===== config.mk =====
export PLATFORM = sky130hd
export DESIGN_NAME = as_gpio_ctrl
export DESIGN_NICKNAME = d
export VERILOG_FILES = /design/src/rtl/as_pack.sv /design/src/rtl/as_sync2.sv /design/src/rtl/as_gpio_ctrl.sv
export SDC_FILE = /design/constraint.sdc
export NUM_CORES = 1
export LEC_CHECK = 0
export CORE_MARGIN = 5
export CORE_UTILIZATION = 44
export CTS_BUF_LIST = sky130_fd_sc_hd__clkbuf_4
export CTS_CLUSTER_DIAMETER = 100
export CTS_CLUSTER_SIZE = 14
export DETAILED_ROUTE_END_ITERATION = 7
export GPL_ROUTABILITY_DRIVEN = 0
export GPL_TIMING_DRIVEN = 1
export PLACE_DENSITY = 0.95
export SYNTH_ARGS = -nofsm -noshare
export SYNTH_HDL_FRONTEND = slang
export SYNTH_SLANG_ARGS = --single-unit

===== constraint.sdc =====
create_clock -name clk_i -period 2 [get_ports clk_i]
set_input_delay 0.2 -clock clk_i [delete_from_list [all_inputs] [get_ports clk_i]]
set_output_delay 0.2 -clock clk_i [all_outputs]
set_load 0.02 [all_outputs]

===== src/rtl/as_pack.sv =====
// Shared constants and types for the as_top_mem peripherals.
// GPIO register offsets, cs hold default and cs FSM states.
package as_pack;

  localparam int unsigned nr_gpios = 8;

  localparam logic [5:0] GPIO_OFS_DATA_OUT = 6'h00;
  localparam logic [5:0] GPIO_OFS_DIR      = 6'h08;
  localparam logic [5:0] GPIO_OFS_DATA_IN  = 6'h10;
  localparam logic [5:0] GPIO_OFS_IRQ_EN   = 6'h18;
  localparam logic [5:0] GPIO_OFS_IRQ_STAT = 6'h20;
  localparam logic [5:0] GPIO_OFS_CS_CNT   = 6'h28;

  localparam int unsigned GPIO_CS_CYCLES = 2;

  typedef enum logic {
    CS_IDLE,
    CS_HOLD
  } cs_state_t;

endpackage


===== src/rtl/as_sync2.sv =====
// Two-flop synchroniser for asynchronous inputs.
// Width is a parameter so other peripherals can reuse it.
module as_sync2 #(
  parameter int unsigned W = 1
) (
  input  logic         clk_i,
  input  logic         rst_ni,
  input  logic [W-1:0] d_i,
  output logic [W-1:0] q_o
);

  logic [W-1:0] s1_q;
  logic [W-1:0] s2_q;

  always_ff @(posedge clk_i or negedge rst_ni) begin
    if (!rst_ni) begin
      s1_q <= '0;
      s2_q <= '0;
    end else begin
      s1_q <= d_i;
      s2_q <= s1_q;
    end
  end

  assign q_o = s2_q;

endmodule


===== src/rtl/as_gpio_ctrl.sv =====
// Memory-mapped GPIO with edge interrupts and a cs_o strobe
// that frames every DATA_OUT update for an external observer.
module as_gpio_ctrl
  import as_pack::*;
#(
  parameter int unsigned NR_GPIOS  = nr_gpios,
  parameter int unsigned XLEN      = 64,
  parameter int unsigned ADDR_W    = 6,
  parameter int unsigned CS_CYCLES = GPIO_CS_CYCLES
) (
  input  logic                clk_i,
  input  logic                rst_i,
  input  logic                req_i,
  input  logic                we_i,
  input  logic [ADDR_W-1:0]   addr_i,
  input  logic [XLEN-1:0]     wdata_i,
  output logic [XLEN-1:0]     rdata_o,
  output logic                ack_o,
  input  logic [NR_GPIOS-1:0] gpio_i,
  output logic [NR_GPIOS-1:0] gpio_o,
  output logic [NR_GPIOS-1:0] gpio_oe_o,
  output logic                cs_o,
  output logic                irq_o
);

  localparam int unsigned CNT_W = $clog2(CS_CYCLES + 1);

  logic [NR_GPIOS-1:0] dout_q, dout_d;
  logic [NR_GPIOS-1:0] dir_q, dir_d;
  logic [NR_GPIOS-1:0] ien_q, ien_d;
  logic [NR_GPIOS-1:0] ist_q, ist_d;
  logic [NR_GPIOS-1:0] prev_q;
  logic [NR_GPIOS-1:0] sync;
  logic [NR_GPIOS-1:0] rise;
  logic [NR_GPIOS-1:0] wd;
  logic [XLEN-1:0]     rdata_q, rdata_d;
  logic [XLEN-1:0]     rval;
  logic                ack_q;
  logic                irq_q;
  cs_state_t           state_q, state_d;
  logic [CNT_W-1:0]    cnt_q, cnt_d;

  logic [ADDR_W-1:0] ofs;
  logic hit_dout, hit_dir, hit_din;
  logic hit_ien, hit_ist, hit_cnt;
  logic wr, rd, dout_wr;
  logic unused_ok;

  as_sync2 #(
    .W(NR_GPIOS)
  ) u_sync (
    .clk_i (clk_i),
    .rst_ni(rst_i),
    .d_i   (gpio_i),
    .q_o   (sync)
  );

  // Low address bits select bytes within a register and are ignored.
  assign ofs      = {addr_i[ADDR_W-1:3], 3'b000};
  assign hit_dout = ofs == ADDR_W'(GPIO_OFS_DATA_OUT);
  assign hit_dir  = ofs == ADDR_W'(GPIO_OFS_DIR);
  assign hit_din  = ofs == ADDR_W'(GPIO_OFS_DATA_IN);
  assign hit_ien  = ofs == ADDR_W'(GPIO_OFS_IRQ_EN);
  assign hit_ist  = ofs == ADDR_W'(GPIO_OFS_IRQ_STAT);
  assign hit_cnt  = ofs == ADDR_W'(GPIO_OFS_CS_CNT);

  assign wr      = req_i & we_i;
  assign rd      = req_i & ~we_i;
  assign dout_wr = wr & hit_dout;
  assign wd      = wdata_i[NR_GPIOS-1:0];
  assign rise    = sync & ~prev_q;

  assign unused_ok = ^{addr_i[2:0], wdata_i};

  always_comb begin
    rval = '0;
    unique case (1'b1)
      hit_dout: rval = XLEN'(dout_q);
      hit_dir:  rval = XLEN'(dir_q);
      hit_din:  rval = XLEN'(sync);
      hit_ien:  rval = XLEN'(ien_q);
      hit_ist:  rval = XLEN'(ist_q);
      hit_cnt:  rval = XLEN'(cnt_q);
      default:  rval = '0;
    endcase
  end

  // Set is OR-ed in after the W1C mask so a coincident rise wins.
  always_comb begin
    dout_d  = dout_wr ? wd : dout_q;
    dir_d   = (wr & hit_dir) ? wd : dir_q;
    ien_d   = (wr & hit_ien) ? wd : ien_q;
    ist_d   = ist_q;
    if (wr & hit_ist) begin
      ist_d = ist_q & ~wd;
    end
    ist_d   = ist_d | (rise & ien_q);
    rdata_d = rd ? rval : '0;
  end

  always_comb begin
    state_d = state_q;
    cnt_d   = cnt_q;
    unique case (state_q)
      CS_IDLE: begin
        if (dout_wr) begin
          state_d = CS_HOLD;
          cnt_d   = CNT_W'(CS_CYCLES);
        end
      end
      CS_HOLD: begin
        if (dout_wr) begin
          cnt_d = CNT_W'(CS_CYCLES);
        end else if (cnt_q == CNT_W'(1)) begin
          state_d = CS_IDLE;
          cnt_d   = '0;
        end else begin
          cnt_d = cnt_q - CNT_W'(1);
        end
      end
      default: begin
        state_d = CS_IDLE;
        cnt_d   = '0;
      end
    endcase
  end

  always_ff @(posedge clk_i or negedge rst_i) begin
    if (!rst_i) begin
      dout_q  <= '0;
      dir_q   <= '0;
      ien_q   <= '0;
      ist_q   <= '0;
      prev_q  <= '0;
      rdata_q <= '0;
      ack_q   <= 1'b0;
      irq_q   <= 1'b0;
      state_q <= CS_IDLE;
      cnt_q   <= '0;
    end else begin
      dout_q  <= dout_d;
      dir_q   <= dir_d;
      ien_q   <= ien_d;
      ist_q   <= ist_d;
      prev_q  <= sync;
      rdata_q <= rdata_d;
      ack_q   <= req_i;
      irq_q   <= |ist_q;
      state_q <= state_d;
      cnt_q   <= cnt_d;
    end
  end

  assign gpio_o    = dout_q;
  assign gpio_oe_o = dir_q;
  assign rdata_o   = rdata_q;
  assign ack_o     = ack_q;
  assign irq_o     = irq_q;
  assign cs_o      = state_q == CS_HOLD;

endmodule


Word level (Yosys, flattened, before mapping)

Cells that the tools add are included.

Input bits: 82
Flip-flop bits (word level): 125
Word-level logic and storage cells: 47
Output and inout port bits: 83

Bitwise gates (word level): 14
Mux-type cells: 11
Eq/ne operators: 7
Reduce and logical (&&, ||, !) cells: 2
Add/sub/neg operators: 1

Operator list:

| kind                  | number |
|---|---|
| $mux W64              | 1 |
| $pmux W8 S6           | 1 |
| $and A8 B8 Y8         | 3 |
| $not A8 Y8            | 2 |
| $mux W8               | 1 |
| $or A8 B8 Y8          | 1 |
| $reduce_or A8 Y1      | 1 |
| $and A1 B1 Y1         | 6 |
| $eq A3 B2 Y1 const B  | 2 |
| $eq A3 B3 Y1 const B  | 2 |
| $logic_not A6 Y1      | 1 |
| $mux W2               | 3 |
| $pmux W2 S2           | 1 |
| $eq A3 B1 Y1 const B  | 1 |
| $mux W1               | 3 |
| $eq A2 B1 Y1 const B  | 1 |
| $ne A2 B2 Y1 const B  | 1 |
| $not A1 Y1            | 2 |
| $pmux W1 S2           | 1 |
| $sub A2 B1 Y2 const B | 1 |

Longest topological paths before layout

Word-level depth: 4
Depth in mapped cells: 6
Gate-level depth less buffers: 5

Hierarchy

From an unflattened synthesis, not the netlist that was laid out.

Cell total of the unflattened synthesis: 264
Area total of the unflattened synthesis: 3180.6 µm²

By module, submodules not included:

| module       | seq. area each (µm²) | area an instance (µm²) | times used | cells an instance |
|---|---|---|---|---|
| as_gpio_ctrl | 1326.3               | 2780.2                 | 1          | 248 |
| as_sync2     | 400.4                | 400.4                  | 1          | 16 |

Worst setup path after synthesis

OpenSTA, ideal clock, no wires.

Path kind: input to register
From: in addr_i[4]
To: reg dout_q[1] (netlist: gpio_o[1])
Cell stages on the path: 4
Setup slack: 0.695 ns
Arrival: 1.180 ns
Setup time: 0.125 ns
Data required time: 1.875 ns
Path buffers: 2
Cells stage by stage: buf_2 > or3_4 > buf_6 > mux2_4

Word-level cells in the longest chain between the ends: 2

RTL lines:

| item                 | RTL line            | RTL |
|---|---|---|
| from (decl)          | as_gpio_ctrl.sv:15  | `input logic [ADDR_W-1:0] addr_i,` |
| $logic_not A6 Y1     | as_gpio_ctrl.sv:60  | `assign hit_dout = ofs == ADDR_W'(GPIO_OFS_DATA_OUT);` |
| $and A1 B1 Y1        | as_gpio_ctrl.sv:69  | `assign dout_wr = wr & hit_dout;` |
| to (signal assigned) | as_gpio_ctrl.sv:141 | `dout_q <= dout_d;` |
| to (decl)            | as_gpio_ctrl.sv:28  | `logic [NR_GPIOS-1:0] dout_q, dout_d;` |

Every way passes these cells.
A chain may end at the register's enable or synchronous reset.

Worst setup path in the final report

From: reg dout_q[5] (netlist: gpio_o[5])
To: out gpio_o[5]

RTL lines:

| item      | RTL line           | RTL |
|---|---|---|
| to (decl) | as_gpio_ctrl.sv:20 | `output logic [NR_GPIOS-1:0] gpio_o,` |

No word-level cell between the ends.

==> impl_metrics.tcl <==
set metrics [dict create \
    hold_end "u_sync.s1_q[5]$_DFF_PN0_" \
    numCtsBuffers 9 \
    status "complete, no violations" \
    drt_iter0_markers 145 \
    grt_util_all_layers_pct 15.40 \
    drive_gt1_share_pct 20.42 \
    cts_setup_buffers 0 \
    final.setup.tns_ns 0 \
    die_w_um 95.02 \
    diodes 0 \
    core_area_um2 7137 \
    hold_start "gpio_i[5]" \
    clock_skew_ns 0.01489 \
    grt_pass1_vias 2020 \
    grt_overflow 0 \
    power_density_nw_per_um2 979.7 \
    final_max_slew_viol_count 0 \
    cp.required_ns 1.80 \
    ant_nets 0 \
    synth_top_cell_by_area "dfrtp_1" \
    root_buffer "clkbuf_4" \
    max_freq_mhz 602.4 \
    grt_start_max_net_pins 70 \
    avgSynthCellArea_um2 12.05 \
    synth_edf_count 0 \
    worstPathCellList "clkdlybuf4s50_1" \
    cp_num_buf_inv 1 \
    cts_tree "yes" \
    worstSetupPathType "reg -> out" \
    dieHeight_um 95.02 \
    cts_sinks 69 \
    post_drt_wl_per_cell_um 15.18 \
    clock_path_buffers 2 \
    finalNonFillerCells 432 \
    swShare_pct 28.69 \
    async_flop_share_pct 100.0 \
    r2r_setup_slack_ns 0.84 \
    yosysSeqAreaShare_pct 54.29 \
    cts.clk_slew.worst_paths_ns 0.11 \
    power.leakage_nw 1.745 \
    yosysMostFrequentCell "dfrtp_1" \
    antenna_found_initial 0 \
    p_sw_mw 1.082 \
    rsz0062_at_grt "no" \
    worst_setup_path_start_kind "flip-flop" \
    yosys_warnings 0 \
    h-tree-depth 3 \
    ir_worst_vdd_mv 0.3626 \
    drc 0 \
    crit_path_max_incr_delay_ns 0.63 \
    area_delta_synth_final_pct 21.05 \
    critPathTopFamily "buffers and inverters" \
    initial_utilization_pct 44.57 \
    critical_path_depth 1 \
    synth-seq-cells 69 \
    fill_cells 592 \
    cp_max_fo 3 \
    netlist_area_um2 3181 \
    vias_per_cell 4.750 \
    period_needed_ns 1.660 \
    rows 31 \
    cts.repair.resized 0 \
    reg2reg_depth 3 \
    hold_violations 0 \
    netlist.area_leader.share_pct 54.29 \
    hold_class "in -> reg" \
    synth_ff_type "dfrtp_1" \
    clk_latency_ns 0.41 \
    critPathSlowestCell "clkdlybuf4s50_1" \
    period_share_pct 83.01 \
    crit_path_end_kind "output pin" \
    timing.rr.end "rdata_o[5]$_DFF_PN0_" \
    place_hpwl_um 4802 \
    drt_first_pass_iters 4 \
    clockPowerShare_pct 29.7 \
    reg2reg_from "gpio_o[5]$_DFFE_PN0P_" \
    setup-violations-final 0 \
    worst_slack_ns 0.3399 \
    pre_cts_ws_ns 0.1725 \
    nets 411 \
    syn_inst 264 \
    hold_depth 1 \
    timing.hold.ws_ns 0.2159 \
    synthTopCellsByCount "dfrtp_1 (69), buf_4 (57), mux2_2 (28)" \
    cts_hold_buf 1 \
    synth_cell_types 31 \
    via_count 2052 \
    max-cap-violations 0 \
    p_seq_share_pct 46.8 \
    critPathArrivalTime_ns 1.46 \
    p_int_mw 2.689 \
    pin_count 165 \
    comb_power_share_pct 23.5 \
    placedCellCount 415 \
    port_buffers 49 \
    crit_start "gpio_o[5]$_DFFE_PN0P_" \
    synth_area_leaders "dfrtp_1 (54%), buf_4 (13%), mux2_2 (9.9%)" \
    grt_pass1_wl_um 10440 \
    die_area_um2 9029 \
    drt_wl_total_um 6557 \
]
-- cell families after synthesis --
group	synth area share (%)
multiplexers	13.85
AND/OR/NAND/NOR	7.986
flip-flops	54.29
other	0.1179
AO/OA/AOI/OAI	8.144
adder cells (fa/ha/maj)	0.3933
buffers and inverters	15.22
-- worst reg2reg max path: cells and delay by family (launching register included) --
kind,cells,cell delay [ns]
AOI/OAI and AO/OA,1,0.27
DFF,1,0.43
muxes,1,0.28
and+or+nand+nor,1,0.06
-- flip-flops by register name (all words and copies together), names as in the netlist, 2 cells and up --
| register | cells |
|---|---|
| cnt_q | 2 |
| gpio_o | 8 |
| gpio_oe_o | 8 |
| ien_q | 8 |
| ist_q | 8 |
| prev_q | 8 |
| rdata_o | 8 |
| u_sync.q_o | 8 |
| u_sync.s1_q | 8 |
-- power groups by stage --
stage	clock [mW]	sequential [mW]	combinational (mW)
final	1.12	1.76	0.886
after global placement	0	1.77	0.852
after floorplan	0	1.85	0.507
after CTS	1.15	1.76	0.892
after detailed placement	0	1.79	0.887
after global routing	1.22	1.79	0.961
-- how the worst max path moves through the flow --
stage	slack (ns)	endpoint
finish	0.34	gpio_o[5]
global route	0.28	gpio_o[6]
CTS	0.32	gpio_o[5]
detailed placement	0.17	gpio_o[4]$_DFFE_PN0P_
global placement	0.18	gpio_o[2]$_DFFE_PN0P_
floorplan	0.70	gpio_o[1]$_DFFE_PN0P_
-- area by class of cell --
| class | count | area [um2] | area share (%) |
|---|---|---|---|
| Sequential cell | 69 | 1727 | 44.85 |
| Multi-Input combinational cell | 182 | 1176 | 30.55 |
| Timing Repair Buffer | 63 | 630.6 | 16.38 |
| Tap cell | 99 | 123.9 | 3.217 |
| Clock inverter | 5 | 98.84 | 2.567 |
| Clock buffer | 11 | 82.58 | 2.145 |
| Inverter | 3 | 11.26 | 0.2925 |
-- placed cells by master (no fill, tap or decap), drive strengths merged, types with 3 or more instances in the layout --
| cell | instances |
|---|---|
| clkbuf | 11 |
| conb | 56 |
| nand2b | 6 |
| clkdlybuf4s50 | 48 |
| nand3b | 3 |
| a21oi | 18 |
| o21ai | 8 |
| dfrtp | 69 |
| o2bb2ai | 9 |
| inv | 3 |
| nand2 | 26 |
| mux2 | 35 |
| bufinv | 3 |
| buf | 14 |
| nor2 | 5 |
-- stage by stage --
| step | util (%) | power (mW) | instance area, um2 |
|---|---|---|---|
| after floorplan | - | 2.358 | 3387 |
| after global placement | 51.26 | 2.625 | 3659 |
| after detailed placement | 51.26 | 2.678 | 3659 |
| after CTS | 53.94 | 3.804 | 3850 |
| after global routing | 53.94 | 3.968 | 3850 |
| final | 53.94 | 3.772 | 3850 |
-- routing by layer --
metal  up-vias  track usage [%]  part of all wire (%)
met3        13            4.262                   9.6
li1        921                -                     -
met2       108            23.31                    49
met5         -                0                     0
met1      1010            20.03                    39
met4         0            8.413                   2.2
Note: power is estimated with default switching activity, not from simulation.
